**config.mk**
```make
export PLATFORM = sky130hd
export DESIGN_NAME = updown_counter_db_flat
export DESIGN_NICKNAME = d
export VERILOG_FILES = /design/src/rtl/updown_counter_db_if.sv /design/src/rtl/updown_counter_db.sv /design/src/flat_wrapper.sv
export SDC_FILE = /design/constraint.sdc
export NUM_CORES = 1
export LEC_CHECK = 0
export CAP_MARGIN = 20
export CORE_AREA = 2 2 79 118
export DETAILED_ROUTE_END_ITERATION = 12
export DIE_AREA = 0 0 81 120
export PLACE_DENSITY = 0.82
export SETUP_SLACK_MARGIN = 0.5
export SKIP_LAST_GASP = 1
export SLEW_MARGIN = 20
export SYNTH_ARGS = -nofsm -noshare
export SYNTH_HDL_FRONTEND = slang
export SYNTH_SLANG_ARGS = --single-unit
export TNS_END_PERCENT = 20
```
**constraint.sdc**
```tcl
create_clock -name clk -period 3.3 [get_ports clk]
set_input_delay 0.495 -clock clk [delete_from_list [all_inputs] [get_ports clk]]
set_output_delay 0.495 -clock clk [all_outputs]
set_load 0.1 [all_outputs]
```
**src/rtl/updown_counter_db_if.sv**
```systemverilog
// Button inputs and counter outputs of the debounced up/down counter.
interface updown_counter_db_if #(
  parameter int WIDTH = 8
) ();
  logic             east;
  logic             west;
  logic [WIDTH-1:0] led;
  logic             at_max;
  logic             at_min;

  modport master (output east, output west, input led, input at_max, input at_min);
  modport slave  (input east, input west, output led, output at_max, output at_min);
endinterface

```
**src/rtl/updown_counter_db.sv**
```systemverilog
// Two debounced push buttons (east = up, west = down) with optional auto-repeat
// driving a bounded signed counter that either saturates or wraps.
module updown_counter_db_btn #(
  parameter int DEBOUNCE_CYCLES = 1000000,
  parameter int HOLD_CYCLES     = 0,
  parameter int REPEAT_CYCLES   = 250000
) (
  input  logic clk,
  input  logic reset,
  input  logic btn_i,
  output logic step_o
);
  localparam int DB_W   = (DEBOUNCE_CYCLES > 1) ? $clog2(DEBOUNCE_CYCLES) : 1;
  localparam int HOLD_W = (HOLD_CYCLES > 1)     ? $clog2(HOLD_CYCLES)     : 1;
  localparam int REP_W  = (REPEAT_CYCLES > 1)   ? $clog2(REPEAT_CYCLES)   : 1;
  localparam logic [DB_W-1:0]   DB_LAST   = DB_W'(DEBOUNCE_CYCLES - 1);
  localparam logic [HOLD_W-1:0] HOLD_LAST = HOLD_W'(HOLD_CYCLES - 1);
  localparam logic [REP_W-1:0]  REP_LAST  = REP_W'(REPEAT_CYCLES - 1);

  typedef enum logic [1:0] {IDLE, PRESS, HOLD, REPEAT} state_e;

  state_e              state_q, state_d;
  logic                sync1_q, sync2_q;
  logic                db_q, db_d;
  logic                rise_q, rise_d;
  logic [DB_W-1:0]     db_cnt_q, db_cnt_d;
  logic [HOLD_W-1:0]   hold_cnt_q, hold_cnt_d;
  logic [REP_W-1:0]    rep_cnt_q, rep_cnt_d;

  always_comb begin
    db_d       = db_q;
    db_cnt_d   = '0;
    state_d    = state_q;
    hold_cnt_d = hold_cnt_q;
    rep_cnt_d  = rep_cnt_q;
    step_o     = 1'b0;

    // A differing level must persist unbroken; any agreement clears the count.
    if (sync2_q != db_q) begin
      if (db_cnt_q == DB_LAST) db_d = sync2_q;
      else                     db_cnt_d = db_cnt_q + DB_W'(1);
    end
    rise_d = db_d & ~db_q;

    case (state_q)
      IDLE:   if (rise_q) state_d = PRESS;
      PRESS: begin
        step_o     = 1'b1;
        hold_cnt_d = '0;
        state_d    = HOLD;
      end
      HOLD: begin
        if (HOLD_CYCLES > 0) begin
          if (hold_cnt_q == HOLD_LAST) begin
            state_d   = REPEAT;
            rep_cnt_d = '0;
          end else begin
            hold_cnt_d = hold_cnt_q + HOLD_W'(1);
          end
        end
      end
      REPEAT: begin
        if (rep_cnt_q == REP_LAST) begin
          rep_cnt_d = '0;
          step_o    = db_q;
        end else begin
          rep_cnt_d = rep_cnt_q + REP_W'(1);
        end
      end
      default: state_d = IDLE;
    endcase

    if (!db_q) begin
      state_d    = IDLE;
      hold_cnt_d = '0;
      rep_cnt_d  = '0;
    end
  end

  // A button already held at reset loads as debounced-high, so it yields no rise.
  always_ff @(posedge clk) begin
    sync1_q <= btn_i;
    sync2_q <= sync1_q;
    if (reset) begin
      db_q       <= sync2_q;
      rise_q     <= 1'b0;
      db_cnt_q   <= '0;
      hold_cnt_q <= '0;
      rep_cnt_q  <= '0;
      state_q    <= IDLE;
    end else begin
      db_q       <= db_d;
      rise_q     <= rise_d;
      db_cnt_q   <= db_cnt_d;
      hold_cnt_q <= hold_cnt_d;
      rep_cnt_q  <= rep_cnt_d;
      state_q    <= state_d;
    end
  end
endmodule

module updown_counter_db #(
  parameter int WIDTH           = 8,
  parameter int MIN             = -8,
  parameter int MAX             = 7,
  parameter int STEP            = 1,
  parameter int RESET_VAL       = 0,
  parameter int WRAP            = 0,
  parameter int DEBOUNCE_CYCLES = 1000000,
  parameter int HOLD_CYCLES     = 0,
  parameter int REPEAT_CYCLES   = 250000
) (
  input  logic               clk,
  input  logic               reset,
  updown_counter_db_if.slave bus
);
  localparam logic signed [WIDTH:0]   MIN_X   = (WIDTH+1)'(MIN);
  localparam logic signed [WIDTH:0]   MAX_X   = (WIDTH+1)'(MAX);
  localparam logic signed [WIDTH:0]   STEP_X  = (WIDTH+1)'(STEP);
  localparam logic signed [WIDTH-1:0] MIN_W   = WIDTH'(MIN);
  localparam logic signed [WIDTH-1:0] MAX_W   = WIDTH'(MAX);
  localparam logic signed [WIDTH-1:0] RESET_W = WIDTH'(RESET_VAL);

  logic                    up_step, dn_step;
  logic signed [WIDTH-1:0] led_q, led_d;
  logic                    at_max_q, at_max_d, at_min_q, at_min_d;
  logic signed [WIDTH:0]   led_x, sum_x;

  function automatic logic signed [WIDTH:0] inc_f(input logic signed [WIDTH:0] v);
    logic signed [WIDTH:0] s;
    s = v + STEP_X;
    if (s > MAX_X) return (WRAP != 0) ? MIN_X : MAX_X;
    return s;
  endfunction

  function automatic logic signed [WIDTH:0] dec_f(input logic signed [WIDTH:0] v);
    logic signed [WIDTH:0] s;
    s = v - STEP_X;
    if (s < MIN_X) return (WRAP != 0) ? MAX_X : MIN_X;
    return s;
  endfunction

  updown_counter_db_btn #(
    .DEBOUNCE_CYCLES(DEBOUNCE_CYCLES), .HOLD_CYCLES(HOLD_CYCLES), .REPEAT_CYCLES(REPEAT_CYCLES)
  ) u_east (.clk(clk), .reset(reset), .btn_i(bus.east), .step_o(up_step));

  updown_counter_db_btn #(
    .DEBOUNCE_CYCLES(DEBOUNCE_CYCLES), .HOLD_CYCLES(HOLD_CYCLES), .REPEAT_CYCLES(REPEAT_CYCLES)
  ) u_west (.clk(clk), .reset(reset), .btn_i(bus.west), .step_o(dn_step));

  // Simultaneous up and down steps cancel.
  always_comb begin
    led_x = {led_q[WIDTH-1], led_q};
    sum_x = led_x;
    if (up_step && !dn_step)      sum_x = inc_f(led_x);
    else if (dn_step && !up_step) sum_x = dec_f(led_x);
    led_d    = sum_x[WIDTH-1:0];
    at_max_d = (led_d == MAX_W);
    at_min_d = (led_d == MIN_W);
  end

  always_ff @(posedge clk) begin
    if (reset) begin
      led_q    <= RESET_W;
      at_max_q <= (RESET_W == MAX_W);
      at_min_q <= (RESET_W == MIN_W);
    end else begin
      led_q    <= led_d;
      at_max_q <= at_max_d;
      at_min_q <= at_min_d;
    end
  end

  assign bus.led    = led_q;
  assign bus.at_max = at_max_q;
  assign bus.at_min = at_min_q;
endmodule

```
**src/flat_wrapper.sv**
```systemverilog
// flat-port wrapper written by rule: the top's interface ports become plain ports
module updown_counter_db_flat 
#(
  parameter int WIDTH           = 8,
  parameter int MIN             = -8,
  parameter int MAX             = 7,
  parameter int STEP            = 1,
  parameter int RESET_VAL       = 0,
  parameter int WRAP            = 0,
  parameter int DEBOUNCE_CYCLES = 1000000,
  parameter int HOLD_CYCLES     = 0,
  parameter int REPEAT_CYCLES   = 250000
)
  (clk, reset, bus_east, bus_west, bus_led, bus_at_max, bus_at_min);
  updown_counter_db_if #(.WIDTH(WIDTH)) bus_i ();
  input  logic clk;
  input  logic reset;
  input wire logic [$bits(bus_i.east)-1:0] bus_east;
  input wire logic [$bits(bus_i.west)-1:0] bus_west;
  output wire logic [$bits(bus_i.led)-1:0] bus_led;
  output wire logic [$bits(bus_i.at_max)-1:0] bus_at_max;
  output wire logic [$bits(bus_i.at_min)-1:0] bus_at_min;
  assign bus_i.east = bus_east;
  assign bus_i.west = bus_west;
  assign bus_led = bus_i.led;
  assign bus_at_max = bus_i.at_max;
  assign bus_at_min = bus_i.at_min;
  updown_counter_db #(.WIDTH(WIDTH), .MIN(MIN), .MAX(MAX), .STEP(STEP), .RESET_VAL(RESET_VAL), .WRAP(WRAP), .DEBOUNCE_CYCLES(DEBOUNCE_CYCLES), .HOLD_CYCLES(HOLD_CYCLES), .REPEAT_CYCLES(REPEAT_CYCLES)) u_core (.clk(clk), .reset(reset), .bus(bus_i));
endmodule
```
==> run_results.csv, run 1 <==
group,metric,value,unit
outcome,status,"finished clean",
cells_and_area,final_nets,570,
clocking,cts_root_buf,"clkbuf_16",
critical_path,critical_path.top_delay_family,"simple AND/OR/NAND/NOR gates",
critical_path,crit_chain,"or3b_1 > nor4_4 > a31oi_4 > or2_1 > or2_4 > o22ai_1 > nand2b_1 > nor4b_2",
grt,grt_max_degree,21,
critical_path,r2r-end,"u_core.bus.at_min$_SDFF_PP0_",
route,post_drt_wl_per_cell,14.0,um
sta,rsz0062_at_grt,"yes",
cells_and_area,regArea,1970,um^2
clocking,numCtsBuffers,9,
clocking,path_clk_slew,0.07,ns
grt,grt_pass1_wl,15900,um
route,drt-total-wl,9460,um
place,hpwl,6490,um
route,viasPerCell,5.75,
logic_synthesis,synthFlopType,"dfxtp_1",
floorplanning,start_util,0.535,
route,ant_nets,0,
grt,antenna_found_initial,0,
place,port_buffers,13,
critical_path,end_kind,"register",
floorplanning,die_x,81,um
critical_path,path_max_fanout,10,
floorplanning,die_h,120,um
floorplanning,io-pin-count,14,
sta,setup_viol,0,
clocking,h-tree-depth,3,
critical_path,slowest_stage,"or3b_1",
logic_synthesis,synth_edf_count,0,
cells_and_area,n_antenna_cell,0,
grt,grt_usage,0.204,
floorplanning,die_area,9720,um^2
cells_and_area,multi_input_area,2620,um^2
critical_path,start_kind,"register",
sta,hold_violations,0,
sta,fin_setup_tns,0,ns
cells_and_area,final_common_cell,"nor2_1",
critical_path,rrSetupSlack,0.65,ns
logic_synthesis,yosys_warnings,0,
hold_path,whs_path_depth,0,
critical_path,r2r_start,"u_core.u_east.rep_cnt_q[7]$_SDFFE_PP0N_",
sta,period_share,0.803,
floorplanning,coreArea,8720,um^2
sta,relSlewSlack,0.346,
sta,slew_violations,0,
cells_and_area,n_fill_cell,753,
hold_path,hp-class,"reg2reg",
cells_and_area,drive_gt1_frac,0.0869,
route,drt_first_pass_iters,4,
critical_path,cp_num_buf_inv,0,
critical_path,reg2regPathDepth,8,
hold_path,hold_start,"u_core.u_east.sync1_q$_DFF_P_",
hold_path,whs_endpoint,"u_core.u_east.sync2_q$_DFF_P_",
floorplanning,row_count,42,
sta,timing.final.crit_period,2.65,ns
clocking,tritoncts,"done",
logic_synthesis,synth_cell_types,63,
grt,overflow,0,
power,leakage,0.00187,uW
logic_synthesis,yosysSeqAreaShare,0.420,
critical_path,crit_arrival,2.91,ns
sta,holdWs,0.332,ns
critical_path,path_class,"reg2reg",
logic_synthesis,synth_async_sr_flop_share,0,
critical_path,slowest_delay,0.41,ns
cells_and_area,final_cell_mix,"109 x nor2_1, 92 x dfxtp_1, 44 x xor2_1",
flow_run,max_cap_viol_count,0,
power,vdd_drop_max,0.372,mV
route,drt_iter0_drc,167,
clocking,cts.sinks,98,
clocking,ctsHoldBuffers,0,
logic_synthesis,synthCells,550,
power,pwr_density_cell,485,nW/um^2
cells_and_area,syn2layout_area_growth,12.7,%
route,via_count,3877,
logic_synthesis,synth-seq-cells,98,
place,gp_congestion,0.892,
sta,tightest_slew,0.978,ns
route,drcViolationCount,0,
clocking,clk_latency,0.34,ns
sta,fin_skew,0.00734,ns
grt,grt_pass1_vias,3815,
clocking,cts_buffer_depth,2,
critical_path,required,3.56,ns
sta,fmax,377,MHz
logic_synthesis,postSynthNetCount,561,
logic_synthesis,netlist_area,4670,um^2
logic_synthesis,syn_area_per_cell,8.49,um^2
Yosys cell counts, types with 2 or more instances:
master	n	area, um^2
and3_1	24	150
xor2_1	44	385
or4_1	3	22.5
nor4_1	2	12.5
nor2b_1	4	25.0
buf_2	2	10.0
o31ai_1	2	15.0
and2_1	4	25.0
dfxtp_1	98	1960
inv_1	10	37.5
clkbuf_1	18	67.6
nand3_1	29	145
a22oi_1	2	15.0
nor2_1	109	409
a21boi_0	2	15.0
a21oi_1	16	80.1
and4_2	2	20.0
nand3b_1	2	15.0
nor3_1	10	50.1
and4_1	4	35.0
mux2i_1	4	40.0
nand2_1	40	150
nand4b_1	2	17.5
nand2b_1	3	18.8
or3_1	7	43.8
nor4b_1	5	43.8
o21ai_0	10	50.1
nand4_1	22	138
xnor2_1	29	254
o21bai_1	2	15.0
ha_1	7	87.6
worst reg2reg max path, delay by kind of cell, from the launching register on:
| kind | cells | cell delay [ns] |
|---|---|---|
| simple gates | 6 | 1.74 |
| compound gates | 2 | 0.48 |
| flops | 1 | 0.37 |
final cells by class:
type / count / share of cell area
sequential: 98 / 0.375
clock buffer: 12 / 0.0488
multi-input combinational: 421 / 0.497
tap: 110 / 0.0262
timing repair buffer: 19 / 0.0309
clock inverter: 4 / 0.0143
inverter: 10 / 0.00714
kinds of logic (layout without fill, tap and decap cells):
logic type | Yosys count | after routing | synth area share
AND/OR/NAND/NOR | 283 | 283 | 0.307
flip-flops | 98 | 98 | 0.420
XOR/XNOR | 73 | 73 | 0.137
AO/OA/AOI/OAI | 52 | 53 | 0.0780
buffers and inverters | 32 | 45 | 0.0279
adder cells (fa/ha/maj) | 7 | 7 | 0.0188
multiplexers | 5 | 5 | 0.0110
timing repair:
item,4_1_cts,5_1_grt
pin swaps,0,2
cloned,0,1
setup buffers,0,4
hold endpoints to repair,0,0
resized for setup,1,1
endpoints found under the setup margin,2,3
metal layers:
| metal | routed length (um) | share of wire | GRT usage |
|---|---|---|---|
| met5 | 0 | 0 | 0 |
| met4 | 246 | 0.026 | 0.110 |
| met3 | 307 | 0.032 | 0.0376 |
| met2 | 5090 | 0.54 | 0.372 |
| met1 | 3810 | 0.40 | 0.212 |
through the flow:
stage	utilization	power, uW	setup slack (ns)	std cells	area [um^2]
global route	0.603	2630	0.467	674	5260
finish	0.603	2550	0.650	674	5260
global placement	0.558	1430	0.587	653	4860
detailed placement	0.558	1440	0.436	653	4860
floorplan	-	1390	0.507	550	4680
CTS	0.596	2560	0.616	669	5200
power breakdown:
part	total [uW]	switching [uW]	internal (uW)	leakage [uW]
registers	1230	27.3	1200	0.000796
clock network	1130	427	705	0.000155
logic	191	124	66.5	0.000917
total	2550	579	1970	0.00187
how the worst max path moves through the flow:
stage	startpoint	end	slack [ns]	cells after the start
detailed placement	u_core.u_west.rep_cnt_q[0]$_SDFFE_PP0N_	u_core.bus.at_min$_SDFF_PP0_	0.44	9
floorplan	u_core.bus.led[0]$_SDFF_PP0_	u_core.bus.at_max$_SDFF_PP0_	0.51	11
finish	u_core.u_east.rep_cnt_q[7]$_SDFFE_PP0N_	u_core.bus.at_min$_SDFF_PP0_	0.65	8
global route	u_core.bus.led[0]$_SDFF_PP0_	u_core.bus.at_max$_SDFF_PP0_	0.47	10
CTS	u_core.u_west.rep_cnt_q[0]$_SDFFE_PP0N_	u_core.bus.at_min$_SDFF_PP0_	0.62	9
global placement	u_core.u_west.rep_cnt_q[0]$_SDFFE_PP0N_	u_core.bus.at_max$_SDFF_PP0_	0.59	9
sequential cells by signal, summed over array words and instances, names as in the netlist:
| signal | flops |
|---|---|
| u_core.u_east.sync1_q | 1 |
| u_core.u_west.db_q | 1 |
| u_core.bus.at_min | 1 |
| u_core.u_west.sync1_q | 1 |
| u_core.u_east.rep_cnt_q | 18 |
| u_core.u_east.db_q | 1 |
| u_core.u_east.sync2_q | 1 |
| u_core.u_west.db_cnt_q | 20 |
| u_core.u_east.rise_q | 1 |
| u_core.u_west.sync2_q | 1 |
| u_core.u_west.rep_cnt_q | 18 |
| u_core.u_east.db_cnt_q | 20 |
| u_core.u_west.state_q | 2 |
| u_core.bus.led | 8 |
| u_core.u_west.rise_q | 1 |
| u_core.u_east.state_q | 2 |
| u_core.bus.at_max | 1 |
No activity file was read; power rests on OpenSTA's default activity.
==> inputs of run 2 (changes only) <==
- clock period: 3.3 -> 2.69 ns (I/O delays scaled with it)
==> run_results.csv, run 2 (synthesis gave the netlist of run 1 again) <==
group,metric,value,unit
critical_path,start_kind,"register",
outcome,status,"finished clean",
route,viasPerCell,5.75,
critical_path,path_max_fanout,6,
sta,rsz0062_at_grt,"yes",
power,p_comb_frac,0.101,
sta,period_share,0.895,
critical_path,path_class,"reg2reg",
grt,grt_pass1_vias,3816,
clocking,cts_root_buf,"clkbuf_16",
route,drcViolationCount,0,
critical_path,slowest_stage,"or4_4",
floorplanning,start_util,0.535,
floorplanning,die_h,120,um
grt,grt_max_degree,21,
critical_path,end_kind,"register",
critical_path,crit_chain,"buf_6 > or4_4 > nor2_4 > a221o_1 > o2111ai_2 > or3_1 > o211a_1 > nor2_1 > and4_2",
route,via_count,4013,
clocking,path_clk_slew,0.06,ns
cells_and_area,final_cell_mix,"105 x nor2_1, 82 x dfxtp_1, 43 x xor2_1",
clocking,ctsHoldBuffers,0,
sta,fin_setup_tns,0,ns
cells_and_area,final_nets,594,
power,leakage,0.00205,uW
cells_and_area,final_util,0.646,
power,p_clk_frac,0.412,
cells_and_area,layout.cells.non_filler,698,
floorplanning,row_count,42,
place,gp_congestion,0.884,
critical_path,crit_arrival,2.69,ns
critical_path,critical_path.top_delay_family,"simple AND/OR/NAND/NOR gates",
sta,tightest_slew,0.544,ns
cells_and_area,syn2layout_area_growth,20.8,%
power,sw_frac_of_total,0.243,
critical_path,cp_num_buf_inv,1,
grt,grt_usage,0.216,
cells_and_area,final_area,5640,um^2
clocking,cts.sinks,98,
cells_and_area,drive_gt1_frac,0.199,
hold_path,hp-class,"reg2reg",
floorplanning,die_x,81,um
grt,antenna_found_initial,0,
grt,overflow,0,
cells_and_area,final_common_cell,"nor2_1",
route,ant_nets,0,
sta,timing.final.crit_period,2.41,ns
grt,grt_pass1_wl,16700,um
place,place_inst,660,
clocking,numCtsBuffers,9,
flow_run,max_cap_viol_count,0,
clocking,h-tree-depth,3,
power,p_total,3080,uW
clocking,clk_latency,0.34,ns
power,p_switching,749,uW
cells_and_area,top_regs,"u_core.u_east.db_cnt_q x20, u_core.u_west.db_cnt_q x20",
power,seqPwrFrac,0.486,
floorplanning,io-pin-count,14,
sta,setup_viol,0,
clocking,tritoncts,"done",
power,pwr_density_cell,546,nW/um^2
critical_path,slowest_delay,0.52,ns
power,vdd_drop_max,0.426,mV
route,drt-total-wl,10200,um
critical_path,required,2.97,ns
route,drt_first_pass_iters,4,
route,post_drt_wl_per_cell,14.6,um
place,port_buffers,13,
sta,fin_skew,0.00729,ns
route,drt_iter0_drc,174,
cells_and_area,n_fill_cell,682,
place,placed_area,4950,um^2
sta,slew_violations,0,
floorplanning,coreArea,8720,um^2
clocking,cts_buffer_depth,2,
floorplanning,die_area,9720,um^2
place,hpwl,6460,um
sta,fmax,415,MHz
sta,hold_violations,0,
power,internal-power,2330,uW
cells_and_area,n_antenna_cell,0,
sta,relSlewSlack,0.637,
run 2: routing by layer:
metal | up-vias | track usage | wire length, um
li1 | 1970 | - | -
met5 | - | 0 | 0
met3 | 42 | 0.0534 | 285
met1 | 1913 | 0.238 | 4050
met2 | 88 | 0.369 | 5420
met4 | 0 | 0.126 | 435
run 2: repair_timing:
| item | in CTS | in global routing |
|---|---|---|
| endpoints found under the setup margin | 6 | 40 |
| pin swaps | 12 | 8 |
| setup buffers | 16 | 6 |
| resized for setup | 29 | 24 |
run 2: power groups by stage:
stage | sequential [uW] | clock [uW] | combinational, uW
floorplan | 1560 | 0 | 166
global placement | 1530 | 0 | 236
detailed placement | 1530 | 0 | 242
CTS | 1500 | 1300 | 279
global route | 1500 | 1360 | 336
finish | 1500 | 1270 | 312
run 2: cell type report:
class / count / area [um^2] / share of cell area
multi-input cells: 420 / 2790 / 0.494
inverters: 10 / 40.0 / 0.00710
repair buffers: 44 / 362 / 0.0642
clock buffers: 11 / 275 / 0.0488
well taps: 110 / 138 / 0.0244
clock inverters: 5 / 32.5 / 0.00577
flip-flops and latches: 98 / 2000 / 0.356
run 2: metrics by stage:
stage / setup WS (ns) / hold WS (ns)
floorplan: 0.224 / 0.310
global placement: 0.164 / 0.317
detailed placement: 0.135 / 0.320
CTS: 0.363 / 0.335
global route: 0.236 / 0.346
finish: 0.282 / 0.333
run 2: path summary, 6_finish.rpt:
path / start / end / slack, ns / depth (start not counted)
hold reg to reg: u_core.u_east.sync1_q$_DFF_P_ / u_core.u_east.sync2_q$_DFF_P_ / 0.33 / 0
hold / removal: u_core.u_east.sync1_q$_DFF_P_ / u_core.u_east.sync2_q$_DFF_P_ / 0.33 / 0
setup reg to reg: u_core.bus.led[1]$_SDFF_PP0_ / u_core.bus.at_max$_SDFF_PP0_ / 0.28 / 9
setup / recovery: u_core.bus.led[1]$_SDFF_PP0_ / u_core.bus.at_max$_SDFF_PP0_ / 0.28 / 9
==> inputs of run 3 (changes only) <==
- PLACE_DENSITY: 0.82 -> not set
- PLACE_DENSITY_LB_ADDON: not set -> 0.25
==> run_results.csv, run 3 (synthesis gave the netlist of run 1 again) <==
group,metric,value,unit
sta,relSlewSlack,0.646,
clocking,cts_root_buf,"clkbuf_16",
route,drcViolationCount,0,
clocking,tritoncts,"done",
power,p_switching,772,uW
route,viasPerCell,5.56,
cells_and_area,final_common_cell,"nor2_1",
grt,grt_pass1_wl,16500,um
route,post_drt_wl_per_cell,14.1,um
power,vdd_drop_max,0.468,mV
power,p_clk_frac,0.419,
grt,grt_pass1_vias,3703,
route,drt-total-wl,9790,um
power,leakage,0.00198,uW
floorplanning,coreArea,8720,um^2
floorplanning,io-pin-count,14,
route,via_count,3851,
sta,tightest_slew,0.527,ns
sta,holdWs,0.328,ns
clocking,h-tree-depth,3,
sta,fin_setup_tns,0,ns
sta,fin_skew,0.00990,ns
sta,slew_violations,0,
sta,setup_viol,0,
critical_path,path_max_fanout,6,
power,p_comb_frac,0.095,
sta,rsz0062_at_grt,"yes",
route,drt_first_pass_iters,6,
grt,grt_max_degree,21,
clocking,ctsHoldBuffers,0,
sta,fmax,429,MHz
route,drt_iter0_drc,207,
sta,period_share,0.867,
cells_and_area,drive_gt1_frac,0.187,
hold_path,hp-class,"reg2reg",
floorplanning,die_area,9720,um^2
critical_path,end_kind,"register",
clocking,path_clk_slew,0.07,ns
cells_and_area,top_regs,"u_core.u_east.db_cnt_q x20, u_core.u_west.db_cnt_q x20",
floorplanning,die_x,81,um
clocking,numCtsBuffers,9,
power,pwr_density_cell,558,nW/um^2
power,seqPwrFrac,0.486,
place,gp_congestion,0.919,
floorplanning,die_h,120,um
cells_and_area,n_antenna_cell,0,
route,ant_nets,0,
power,sw_frac_of_total,0.250,
critical_path,required,2.98,ns
power,internal-power,2320,uW
outcome,status,"finished clean",
cells_and_area,final_nets,589,
critical_path,path_class,"reg2reg",
cells_and_area,final_cell_mix,"107 x nor2_1, 84 x dfxtp_1, 44 x xor2_1",
sta,timing.final.crit_period,2.33,ns
grt,overflow,0,
critical_path,start_kind,"register",
clocking,cts.sinks,98,
cells_and_area,syn2layout_area_growth,18.6,%
grt,grt_usage,0.212,
place,hpwl,6420,um
clocking,cts_buffer_depth,2,
sta,hold_violations,0,
critical_path,rrSetupSlack,0.36,ns
clocking,clk_latency,0.35,ns
critical_path,crit_arrival,2.62,ns
floorplanning,start_util,0.535,
flow_run,max_cap_viol_count,0,
place,port_buffers,13,
grt,antenna_found_initial,0,
floorplanning,row_count,42,
run 3: cell count changes in the layout (fill, tap and decap cells not counted), sizes merged:
| cell | delta |
|---|---|
| inv | +2 |
| clkinvlp | +1 |
| clkbuf | -2 |
| clkinv | -2 |
| buf | -5 |
| bufinv | +1 |
run 3: layout make-up:
| type | instances | area [um^2] |
|---|---|---|
| Multi-Input combinational cell | 420 | 2760 |
| Clock inverter | 7 | 75.1 |
| Fill cell | 740 | 3190 |
| Sequential cell | 98 | 2000 |
| Tap cell | 110 | 138 |
| Clock buffer | 9 | 225 |
| Timing Repair Buffer | 39 | 304 |
| Inverter | 10 | 37.5 |
run 3: repair_timing:
item,4_1_cts,5_1_grt
pin swaps,8,8
gates resized for setup,21,18
buffers inserted,11,8
endpoints found under the setup margin,7,29
run 3: per-layer routing:
metal | vias up | part of all wire | track usage
li1 | 1952 | - | -
met1 | 1808 | 0.40 | 0.242
met2 | 68 | 0.54 | 0.366
met3 | 23 | 0.026 | 0.0391
met4 | 0 | 0.029 | 0.115
met5 | - | 0 | 0
run 3: worst max-delay path: stages, from the launching register on:
cell and delay [ns]:
dfxtp_4 0.40, inv_2 0.08, ha_4 0.19, or2_4 0.22
o41ai_2 0.20, a221o_1 0.24, o2111ai_4 0.14, or3_1 0.33
o211a_1 0.16, nor2_1 0.11, and4_2 0.20
run 3: worst paths after layout:
check / from / depth (start not counted) / to
setup / recovery: u_core.bus.led[0]$_SDFF_PP0_ / 10 / u_core.bus.at_max$_SDFF_PP0_
hold / removal: u_core.u_east.sync1_q$_DFF_P_ / 0 / u_core.u_east.sync2_q$_DFF_P_
setup reg to reg: u_core.bus.led[0]$_SDFF_PP0_ / 10 / u_core.bus.at_max$_SDFF_PP0_
hold reg to reg: u_core.u_east.sync1_q$_DFF_P_ / 0 / u_core.u_east.sync2_q$_DFF_P_
run 3: through the flow:
step           area [um^2]   util  instances  power, uW  setup slack (ns)
2_1_floorplan         4770      -        550       1720             0.224
3_3_place_gp          4930  0.566        658       1770             0.228
3_5_place_dp          4930  0.566        658       1780             0.136
4_1_cts               5400  0.619        685       3090             0.350
5_1_grt               5530  0.634        693       3220             0.256
6_report              5530  0.634        693       3090             0.359
run 3: power by group through the flow:
| stage | Sequential [uW] | Clock, uW | Combinational, uW |
|---|---|---|---|
| 5_1_grt | 1500 | 1400 | 318 |
| 6_report | 1500 | 1290 | 294 |
| 3_5_place_dp | 1540 | 0 | 242 |
| 4_1_cts | 1500 | 1320 | 264 |
| 2_1_floorplan | 1560 | 0 | 166 |
| 3_3_place_gp | 1530 | 0 | 238 |
